--- config.mk ---
export PLATFORM = sky130hd
export DESIGN_NAME = instr_fetch_ctrl
export DESIGN_NICKNAME = d
export VERILOG_FILES = /design/src/rtl/instr_fetch_ctrl.sv
export SDC_FILE = /design/constraint.sdc
export NUM_CORES = 1
export LEC_CHECK = 0
export ABC_AREA = 1
export CORE_UTILIZATION = 30
export CTS_CLUSTER_DIAMETER = 40
export DETAILED_ROUTE_END_ITERATION = 7
export GPL_TIMING_DRIVEN = 0
export PLACE_DENSITY = 0.49
export SKIP_CTS_REPAIR_TIMING = 1
export SLEW_MARGIN = 10
export SYNTH_ARGS = -nofsm -noshare
export SYNTH_HDL_FRONTEND = slang
export SYNTH_SLANG_ARGS = --single-unit
--- constraint.sdc ---
create_clock -name clk -period 8.7 [get_ports clk]
set_clock_uncertainty 0.1 [all_clocks]
set_input_delay 1.74 -clock clk [delete_from_list [all_inputs] [get_ports clk]]
set_output_delay 1.74 -clock clk [all_outputs]
set_load 0.01 [all_outputs]
--- src/rtl/instr_fetch_ctrl.sv ---
// Instruction fetch controller: issues word requests to instruction memory and
// writes returned words, tagged with their address, into the realign buffer.
module instr_fetch_ctrl #(
    parameter int unsigned DEPTH = 2
) (
    input  logic        clk,
    input  logic        rst_n,
    input  logic [31:0] boot_addr_i,
    input  logic        fetch_en_i,
    input  logic        jump_i,
    input  logic [31:0] jump_target_i,
    output logic        instr_req_o,
    output logic [31:0] instr_addr_o,
    input  logic        instr_gnt_i,
    input  logic        instr_rvalid_i,
    input  logic [31:0] instr_rdata_i,
    output logic        buf_clear_o,
    output logic        buf_offset_o,
    output logic        buf_write_en_o,
    output logic [31:0] buf_instr_o,
    output logic [31:0] buf_addr_o,
    input  logic        buf_full_i
);

    localparam int unsigned CW = $clog2(DEPTH + 1);

    localparam logic [0:0] ST_BOOT = 1'b0;
    localparam logic [0:0] ST_RUN  = 1'b1;

    logic [0:0]    r_state;
    logic [31:0]   r_fetch_addr;
    logic [31:0]   r_resp_addr;
    logic [CW-1:0] r_outstanding;
    logic [CW-1:0] r_drop_cnt;
    logic [CW-1:0] r_skid_cnt;
    logic [31:0]   r_skid_data [DEPTH];
    logic [31:0]   r_skid_addr [DEPTH];

    logic          w_boot;
    logic          w_run;
    logic          w_jump;
    logic [CW:0]   w_inflight;
    logic          w_room;
    logic          w_grant;
    logic          w_accept;
    logic          w_has_head;
    logic          w_pop;
    logic          w_push;
    logic [CW-1:0] w_push_idx;
    logic          w_unused;

    assign w_boot     = (r_state == ST_BOOT);
    assign w_run      = (r_state == ST_RUN);
    assign w_jump     = w_run & jump_i;
    assign w_inflight = {1'b0, r_outstanding} + {1'b0, r_skid_cnt};
    assign w_room     = (w_inflight < (CW + 1)'(DEPTH));
    assign w_unused   = ^{boot_addr_i[0], jump_target_i[0]};

    assign instr_req_o  = w_run & fetch_en_i & ~jump_i & w_room;
    assign instr_addr_o = r_fetch_addr;
    assign w_grant      = instr_req_o & instr_gnt_i;

    // A response is kept only when no stale responses remain to be discarded.
    assign w_accept   = w_run & instr_rvalid_i & ~jump_i & (r_drop_cnt == '0);
    assign w_has_head = (r_skid_cnt != '0);

    assign buf_clear_o    = w_boot | w_jump;
    assign buf_offset_o   = w_boot ? boot_addr_i[1] : (w_jump & jump_target_i[1]);
    assign buf_write_en_o = w_run & ~jump_i & ~buf_full_i & (w_has_head | w_accept);

    assign w_pop      = buf_write_en_o & w_has_head;
    assign w_push     = w_accept & ~(buf_write_en_o & ~w_has_head);
    assign w_push_idx = r_skid_cnt - CW'(w_pop);

    always_comb begin
        buf_instr_o = '0;
        buf_addr_o  = '0;
        if (w_has_head) begin
            buf_instr_o = r_skid_data[0];
            buf_addr_o  = r_skid_addr[0];
        end else if (w_accept) begin
            buf_instr_o = instr_rdata_i;
            buf_addr_o  = r_resp_addr;
        end
    end

    always_ff @(posedge clk or negedge rst_n) begin
        if (!rst_n) begin
            r_state       <= ST_BOOT;
            r_fetch_addr  <= '0;
            r_resp_addr   <= '0;
            r_outstanding <= '0;
            r_drop_cnt    <= '0;
            r_skid_cnt    <= '0;
        end else begin
            case (r_state)
                ST_BOOT: begin
                    r_fetch_addr <= {boot_addr_i[31:2], 2'b00};
                    r_resp_addr  <= {boot_addr_i[31:2], 2'b00};
                    r_state      <= ST_RUN;
                end
                default: begin
                    if (jump_i) begin
                        r_fetch_addr  <= {jump_target_i[31:2], 2'b00};
                        r_resp_addr   <= {jump_target_i[31:2], 2'b00};
                        r_outstanding <= r_outstanding - CW'(instr_rvalid_i);
                        r_drop_cnt    <= r_outstanding - CW'(instr_rvalid_i);
                        r_skid_cnt    <= '0;
                    end else begin
                        if (w_grant) begin
                            r_fetch_addr <= r_fetch_addr + 32'd4;
                        end
                        r_outstanding <= r_outstanding + CW'(w_grant) - CW'(instr_rvalid_i);
                        if (instr_rvalid_i && (r_drop_cnt != '0)) begin
                            r_drop_cnt <= r_drop_cnt - 1'b1;
                        end
                        if (w_accept) begin
                            r_resp_addr <= r_resp_addr + 32'd4;
                        end
                        r_skid_cnt <= r_skid_cnt + CW'(w_push) - CW'(w_pop);
                    end
                end
            endcase
        end
    end

    // Head-at-zero shift FIFO: a same-cycle pop and push lands the new word
    // one slot lower, so the later push assignment overrides the shift.
    always_ff @(posedge clk) begin
        if (w_pop) begin
            for (int unsigned i = 0; i + 1 < DEPTH; i++) begin
                r_skid_data[i] <= r_skid_data[i + 1];
                r_skid_addr[i] <= r_skid_addr[i + 1];
            end
        end
        for (int unsigned i = 0; i < DEPTH; i++) begin
            if (w_push && (w_push_idx == CW'(i))) begin
                r_skid_data[i] <= instr_rdata_i;
                r_skid_addr[i] <= r_resp_addr;
            end
        end
    end

    a_budget: assert property (@(posedge clk) disable iff (!rst_n)
        w_inflight <= (CW + 1)'(DEPTH));
    a_skid_overflow: assert property (@(posedge clk) disable iff (!rst_n)
        !(w_push && !w_pop && (r_skid_cnt == CW'(DEPTH))));

endmodule

==> flow_metrics.py, run 1 <==
metrics = {
    "grt": {
        "grt-ovfl-total": 0,
        "gr-usage-met3_pct": 3.23,
        "grt_max_degree": 44,
        "grt_pass1_vias": 8877,
        "grt_first_pass_wirelength_um": 50300,
        "top_usage_layer": "met2",
        "antenna_found_initial": 0,
        "grtUsageTotal_pct": 18.4,
        "grtUsageMet1_pct": 25.1,
        "use_met2_pct": 29.9,
    },
    "route": {
        "ant_nets": 0,
        "wire_per_inst_um": 16.4,
        "drtIter0Drc": 615,
        "drt_first_pass_iters": 5,
        "wirelength_um": 32000,
        "via_per_inst": 4.72,
        "route.detailed.drc": 0,
        "num_vias": 9181,
    },
    "critical_path": {
        "path_max_fanout": 10,
        "cpPeakStageDelay_ns": 0.60,
        "crit_family": "buffers and inverters",
        "path_cells": "clkdlybuf4s50_1 > inv_1 > nand2_1 > inv_2 > nand3_4 > clkbuf_1 > o31ai_1 > clkdlybuf4s50_1",
        "arrival_ns": 4.06,
        "r2r_setup_slack_ns": 4.72,
        "cp-end-kind": "primary output",
        "cpMostUsedCell": "clkdlybuf4s50_1",
        "critPathBufInv": 5,
        "slowest_stage": "clkdlybuf4s50_1",
        "cp_data_required_time_ns": 6.86,
        "crit_type": "in2out",
        "startpoint_type": "primary input",
    },
    "placement": {
        "gp_congestion": 0.858,
        "dpl_worst_slack_ns": 2.73,
        "io_buffers": 196,
        "post-dp-hpwl_um": 24700,
    },
    "hold_path": {
        "hold_class": "reg2reg",
    },
    "logic_synthesis": {
        "seq_area_frac_synth_pct": 52.4,
        "ys_types": 44,
        "syn-cell-area_sq_um": 10300,
        "ys_warn_count": 0,
        "synth.avg_cell_area_sq_um": 8.17,
        "synthCells": 1260,
        "synth-seq-cells": 191,
    },
    "outcome": {
        "status": "complete, no violations",
    },
    "floorplan": {
        "pin_count": 203,
        "initial_utilization_pct": 30.6,
        "num_rows": 67,
        "die_x_um": 187,
        "die_h_um": 187,
        "core_region_area_sq_um": 33600,
        "die-area_sq_um": 35100,
    },
    "timing": {
        "slew_violations": 0,
        "fmax_mhz": 170,
        "post-route-period-util_pct": 67.8,
        "fin_ws_ns": 2.80,
        "rsz0062_at_grt": "false",
        "hold_viol_final": 0,
        "tightest_slew_ns": 0.895,
        "fin_crit_ns": 5.90,
        "slew_headroom_pct": 40.1,
        "final.setup.tns_ns": 0,
        "setup_viol": 0,
    },
    "clocking": {
        "cts_root_buf": "clkbuf_16",
        "numCtsBuffers": 17,
        "htree_levels": 4,
        "cts_buffer_depth": 2,
        "clkTransAtPathRegs_ns": 0.08,
        "tritoncts": "done",
        "insertion_delay_ns": 0.44,
        "clock-sinks": 191,
    },
    "pwr": {
        "ir_worst_vdd_mv": 0.142,
        "powerDensity_nw_per_um2": 180,
        "p_leak_nw": 5.37,
    },
    "layout": {
        "antenna_cells": 0,
        "area_delta_synth_final_pct": 31.7,
        "fin_nets": 1599,
        "drive_gt1_share_pct": 5.07,
    },
    "flow_run": {
        "drv_cap": 0,
    },
}
[registers in the layout, indices dropped and copies added (netlist names)]
signal         flops
r_drop_cnt         2
instr_addr_o      30
r_state            1
r_resp_addr       30
r_skid_addr       60
r_skid_data       64
r_outstanding      2
r_skid_cnt         2
[power by group]
part	internal [mW]	total, mW	switching [mW]
Combinational	0.226	0.520	0.294
Clock	0.392	0.797	0.405
Sequential	1.04	1.12	0.0857
[cell usage in the layout (no fill, tap or decap), types with 12 or more instances in the layout]
master	instances
nand3_1	57
a21oi_1	42
inv_1	73
clkbuf_1	33
buf_4	12
edfxtp_1	124
clkbuf_16	17
o31ai_1	25
nand2_1	439
clkdlybuf4s50_1	195
buf_2	14
nor2_1	167
o21ai_0	85
dfrtp_1	67
a22o_1	28
[cells by family (layout without fill, tap and decap cells)]
family	count (synthesis)	count (layout)	share of synthesized area, %
XOR/XNOR	18	18	1.53
AO/OA/AOI/OAI	213	213	12.7
adder cells (fa/ha/maj)	10	10	1.29
other	2	5	0.0729
AND/OR/NAND/NOR	688	688	26.5
buffers and inverters	138	374	5.53
flip-flops	191	191	52.4
[final cells by class]
class	count	area, sq um
fill	3455	20000
sequential	191	5400
multi-input combinational	934	4360
timing repair buffer	204	2080
tap	448	561
clock buffer	17	425
inverter	79	297
buffer	59	273
clock inverter	15	178
[synthesized netlist by cell type (all sizes together)]
cell    instances  area [sq um]
a211oi          1          7.51
a21oi          42           210
a22o           28           245
a22oi           3          22.5
a31oi          10          62.6
a32oi           1          8.76
a41oi           1          8.76
and2            5          31.3
buf            26           149
clkbuf         33           124
clkinv          2          7.51
conb            2          7.51
dfrtp          67          1680
edfxtp        124          3720
fa              1          20.0
ha              9           113
inv            77           289
nand2         440          1650
nand3          58           303
nand3b          1          7.51
nand4           4          25.0
nor2          169           644
nor3            7          35.0
nor3b           2          15.0
o211ai          6          45.0
o21a            1          7.51
o21ai          90           450
o21bai          1          18.8
o221ai          1          8.76
o22ai           2          12.5
o311ai          1          8.76
o31ai          25           188
or2             2          12.5
xnor2           9          78.8
xor2            9          78.8
[metrics by stage]
stage               power (mW)  hold WS, ns  cell area (sq um)  instances  utilization (%)
floorplan                 1.39        0.353              10300       1263                -
global placement          1.66        0.383              12800       1907             38.2
detailed placement        1.66        0.388              13000       1915             38.6
CTS                       2.46        0.406              13600       1947             40.4
global route              2.57        0.417              13600       1947             40.4
finish                    2.44        0.403              13600       1947             40.4
[worst reg2reg max path, delay by kind of cell, from the launching register on]
family                     cells  cell delay (ns)
adders and majority gates      1             0.22
and+or+nand+nor                3             1.58
xor gates and xnor gates       1             0.16
buffers and inverters          4             1.18
DFF                            1             0.47
[per-layer routing]
metal	routed length (um)	up-vias
met2	14700	292
met4	612	0
li1	-	4654
met5	0	-
met3	1860	31
met1	14800	4204
[path summary, 6_finish.rpt]
path	start	to	cells after the start
min in group asynchronous	rst_n	instr_addr_o[26]	1
min	r_skid_addr[0][49]	r_skid_addr[0][17]	2
min reg2reg	r_skid_addr[0][49]	r_skid_addr[0][17]	2
max reg2reg	r_skid_cnt[1]	r_skid_data[0][33]	9
max in group asynchronous	rst_n	r_resp_addr[5]	2
max	jump_i	buf_addr_o[24]	8
Note: power is estimated with default switching activity, not from simulation.
==> inputs of run 2 (changes only) <==
- clock period: 8.7 -> 5.9 ns (I/O delays scaled with it)
==> flow_metrics.py, run 2 (synthesis results as in run 1) <==
metrics = {
    "outcome": {
        "status": "complete, no violations",
    },
    "route": {
        "ant_nets": 0,
        "num_vias": 9171,
        "wirelength_um": 32100,
        "route.detailed.drc": 0,
        "via_per_inst": 4.71,
        "wire_per_inst_um": 16.5,
        "drtIter0Drc": 556,
        "drt_first_pass_iters": 5,
    },
    "grt": {
        "grtUsageTotal_pct": 18.6,
        "antenna_found_initial": 0,
        "grt_pass1_vias": 8950,
        "use_met2_pct": 30.1,
        "grtUsageMet1_pct": 25.5,
        "gr-usage-met3_pct": 3.53,
        "grt-ovfl-total": 0,
        "grt_first_pass_wirelength_um": 50700,
        "grt_max_degree": 50,
        "top_usage_layer": "met2",
    },
    "floorplan": {
        "die-area_sq_um": 35100,
        "die_x_um": 187,
        "core_region_area_sq_um": 33600,
        "num_rows": 67,
        "initial_utilization_pct": 30.6,
        "pin_count": 203,
        "die_h_um": 187,
    },
    "timing": {
        "setup_viol": 0,
        "slew_headroom_pct": 46.9,
        "fin_crit_ns": 4.77,
        "fmax_mhz": 209,
        "rsz0062_at_grt": "false",
        "slew_violations": 0,
        "post-route-period-util_pct": 80.9,
        "hold_viol_final": 0,
        "tightest_slew_ns": 0.793,
    },
    "layout": {
        "largest_reg_flops": 64,
        "top_register": "r_skid_data",
        "area_delta_synth_final_pct": 31.8,
        "drive_gt1_share_pct": 5.01,
        "fin_nets": 1598,
        "layout_common_cells": "nand2_1 (439), clkdlybuf4s50_1 (195), nor2_1 (167)",
        "final_util_pct": 40.4,
        "largest_registers": "r_skid_data x64, r_skid_addr x60",
        "antenna_cells": 0,
        "post-route-cell-area_sq_um": 13600,
        "layout_commonest_cell": "nand2_1",
    },
    "clocking": {
        "clock-sinks": 191,
        "clkTransAtPathRegs_ns": 0.08,
        "cts_root_buf": "clkbuf_16",
        "htree_levels": 4,
        "tritoncts": "done",
        "cts_buffer_depth": 2,
        "insertion_delay_ns": 0.43,
        "numCtsBuffers": 17,
    },
    "pwr": {
        "p_leak_nw": 5.37,
        "ir_worst_vdd_mv": 0.203,
        "fin_total_pwr_mw": 3.59,
        "powerDensity_nw_per_um2": 265,
    },
    "critical_path": {
        "crit_type": "in2out",
        "cp_data_required_time_ns": 4.62,
        "arrival_ns": 3.49,
        "cpPeakStageDelay_ns": 0.60,
        "path_cells": "clkdlybuf4s50_1 > inv_1 > nand2_1 > inv_2 > nand3_4 > clkbuf_1 > o31ai_1 > clkdlybuf4s50_1",
        "startpoint_type": "primary input",
        "slowest_stage": "clkdlybuf4s50_1",
        "r2r_setup_slack_ns": 1.99,
        "cpMostUsedCell": "clkdlybuf4s50_1",
        "path_max_fanout": 10,
        "cp-end-kind": "primary output",
    },
    "placement": {
        "place_area_sq_um": 13000,
        "io_buffers": 196,
        "post-dp-hpwl_um": 24900,
        "gp_congestion": 0.863,
    },
    "hold_path": {
        "hold_class": "reg2reg",
    },
    "flow_run": {
        "drv_cap": 0,
    },
}
[run 2: area by class of cell]
cell class / count / area (sq um)
Fill cell: 3402 / 20000
Sequential cell: 191 / 5400
Multi-Input combinational cell: 934 / 4360
Timing Repair Buffer: 203 / 2090
Tap cell: 448 / 561
Clock buffer: 17 / 425
Inverter: 79 / 297
Buffer: 59 / 273
Clock inverter: 15 / 164
[run 2: worst paths after layout]
kind	startpoint	to	depth (start not counted)
max	jump_i	buf_addr_o[24]	8
min	r_resp_addr[2]	r_skid_addr[0][34]	0
max reg2reg	r_skid_cnt[1]	r_skid_data[0][31]	12
min reg2reg	r_resp_addr[2]	r_skid_addr[0][34]	0
max in group asynchronous	rst_n	r_resp_addr[6]	2
min in group asynchronous	rst_n	instr_addr_o[26]	1
[run 2: report_power, final]
group / switching (mW) / leakage, nW / internal (mW)
Clock: 0.571 / 0.287 / 0.605
Sequential: 0.127 / 1.92 / 1.53
Combinational: 0.432 / 3.16 / 0.333
Total: 1.13 / 5.37 / 2.46
[run 2: metal layers]
metal  vias to the layer above  part of all wire, %
met4                         0                  1.6
li1                       4636                    -
met1                      4226                   47
met5                         -                    0
met2                       277                   45
met3                        32                  5.8
[run 2: critical path, delay by kind of cell]
kind	cells	cell delay [ns]
AND/OR/NAND/NOR	2	0.28
buffers and inverters	5	1.66
AO/OA/AOI/OAI	1	0.36
[run 2: stage by stage]
| stage | cells | worst slack [ns] | hold slack [ns] | setup TNS, ns |
|---|---|---|---|---|
| floorplan | 1263 | 0.585 | 0.353 | 0 |
| global placement | 1907 | -1.43 | 0.386 | -169.95 |
| detailed placement | 1914 | 1.05 | 0.388 | 0 |
| CTS | 1946 | 1.04 | 0.411 | 0 |
| global route | 1946 | 0.952 | 0.425 | 0 |
| finish | 1946 | 1.13 | 0.406 | 0 |
==> inputs of run 3 (changes only) <==
- clock period: 5.9 -> 4.95 ns (I/O delays scaled with it)
==> flow_metrics.py, run 3 (synthesis results as in run 1) <==
metrics = {
    "outcome": {
        "status": "complete, no violations",
    },
    "route": {
        "drt_first_pass_iters": 5,
        "route.detailed.drc": 0,
        "num_vias": 9129,
        "via_per_inst": 4.69,
        "drtIter0Drc": 589,
        "wire_per_inst_um": 16.5,
        "ant_nets": 0,
        "wirelength_um": 32000,
    },
    "clocking": {
        "clock-sinks": 191,
        "numCtsBuffers": 17,
        "tritoncts": "done",
        "clkTransAtPathRegs_ns": 0.08,
        "cts_buffer_depth": 2,
        "htree_levels": 4,
        "insertion_delay_ns": 0.44,
        "cts_root_buf": "clkbuf_16",
    },
    "layout": {
        "top_register": "r_skid_data",
        "fin_cells": 1946,
        "final-seq-area_sq_um": 5400,
        "multi_input_area_sq_um": 4360,
        "layout_common_cells": "nand2_1 (439), clkdlybuf4s50_1 (195), nor2_1 (167)",
        "area_delta_synth_final_pct": 32.2,
        "final_util_pct": 40.5,
        "antenna_cells": 0,
        "layout_commonest_cell": "nand2_1",
        "drive_gt1_share_pct": 5.01,
        "largest_reg_flops": 64,
        "nFillCells": 3437,
        "fin_nets": 1598,
        "largest_registers": "r_skid_data x64, r_skid_addr x60",
    },
    "hold_path": {
        "hold_class": "in2async",
    },
    "critical_path": {
        "critPathBufInv": 5,
        "cp_data_required_time_ns": 3.86,
        "arrival_ns": 3.28,
        "slowest_stage": "clkdlybuf4s50_1",
        "cp-end-kind": "primary output",
        "cpPeakStageDelay_ns": 0.60,
        "startpoint_type": "primary input",
        "crit_family": "buffers and inverters",
        "path_cells": "clkdlybuf4s50_1 > inv_1 > nand2_1 > inv_2 > nand3_4 > clkbuf_1 > o31ai_1 > clkdlybuf4s50_1",
        "cpMostUsedCell": "clkdlybuf4s50_1",
        "path_max_fanout": 10,
        "crit_type": "in2out",
    },
    "floorplan": {
        "die_x_um": 187,
        "initial_utilization_pct": 30.6,
        "die_h_um": 187,
        "core_region_area_sq_um": 33600,
        "num_rows": 67,
        "pin_count": 203,
        "die-area_sq_um": 35100,
    },
    "timing": {
        "hold_viol_final": 0,
        "fmax_mhz": 229,
        "post-route-period-util_pct": 88.4,
        "fin_crit_ns": 4.37,
        "tightest_slew_ns": 0.792,
        "setup_viol": 0,
        "slew_violations": 0,
        "slew_headroom_pct": 47.0,
        "fin_ws_ns": 0.576,
        "final.setup.tns_ns": 0,
        "rsz0062_at_grt": "false",
    },
    "placement": {
        "gp_congestion": 0.854,
        "dp.cells": 1914,
        "io_buffers": 196,
        "post-dp-hpwl_um": 24900,
        "dpl_worst_slack_ns": 0.364,
    },
    "grt": {
        "antenna_found_initial": 0,
        "grt-ovfl-total": 0,
        "grtUsageTotal_pct": 18.4,
        "grt_max_degree": 50,
        "grt_pass1_vias": 8760,
        "grt_first_pass_wirelength_um": 49900,
    },
    "pwr": {
        "ir_worst_vdd_mv": 0.240,
        "p_leak_nw": 5.38,
        "powerDensity_nw_per_um2": 317,
        "fin_total_pwr_mw": 4.32,
    },
    "flow_run": {
        "drv_cap": 0,
    },
}
==> run 3: cell count changes in the layout (fill, tap and decap cells not counted), sizes merged <==
cell / before / now
bufinv: 1 / 0
clkinv: 5 / 8
inv: 87 / 85
==> run 3: cell type report <==
cell class                      count  share of cell area (%)
Inverter                           79                    2.18
Multi-Input combinational cell    934                    32.1
Tap cell                          448                    4.12
Buffer                             59                    2.00
Sequential cell                   191                    39.7
Clock inverter                     15                    1.48
Clock buffer                       17                    3.12
Timing Repair Buffer              203                    15.4
==> run 3: worst reg2reg max path: stages, from the launching register on <==
cell and delay [ns]:
dfrtp_1 0.46, nor2_1 0.64, clkbuf_1 0.46, nor2_1 0.16, ha_1 0.22, xnor2_1 0.17
nand2_1 0.12, nor2_4 0.23, inv_2 0.09, buf_6 0.15, buf_2 0.20, o21ai_4 0.23
buf_12 0.26
==> run 3: through the flow <==
step           hold slack, ns  area, sq um
6_report                0.331        13600
5_1_grt                 0.324        13600
4_1_cts                 0.325        13600
3_5_place_dp            0.374        13000
3_3_place_gp            0.385        12800
2_1_floorplan           0.353        10300
==> run 3: path summary, 6_finish.rpt <==
kind                                start                 end  slack (ns)  cells after the start
min reg2reg                r_resp_addr[2]  r_skid_addr[0][34]        0.40                      0
max reg2reg                 r_skid_cnt[1]  r_skid_addr[0][22]        1.13                     12
max                                jump_i      buf_addr_o[30]        0.58                      8
max in group asynchronous           rst_n     r_resp_addr[12]        3.84                      2
min in group clk           r_resp_addr[2]  r_skid_addr[0][34]        0.40                      0
min                                 rst_n    instr_addr_o[24]        0.33                      1
==> run 3: power by group <==
part | internal [mW] | total, mW | switching (mW)
sequential | 1.82 | 1.97 | 0.153
clock | 0.700 | 1.44 | 0.738
combinational | 0.396 | 0.912 | 0.515
total | 2.92 | 4.32 | 1.41
==> run 3: routing by layer <==
| metal | track usage, % | vias up | part of all wire [%] |
|---|---|---|---|
| met5 | 0 | - | 0 |
| met4 | 4.19 | 0 | 1.4 |
| met3 | 3.79 | 27 | 5.6 |
| met2 | 29.9 | 261 | 46 |
| met1 | 25.1 | 4189 | 47 |
| li1 | - | 4652 | - |
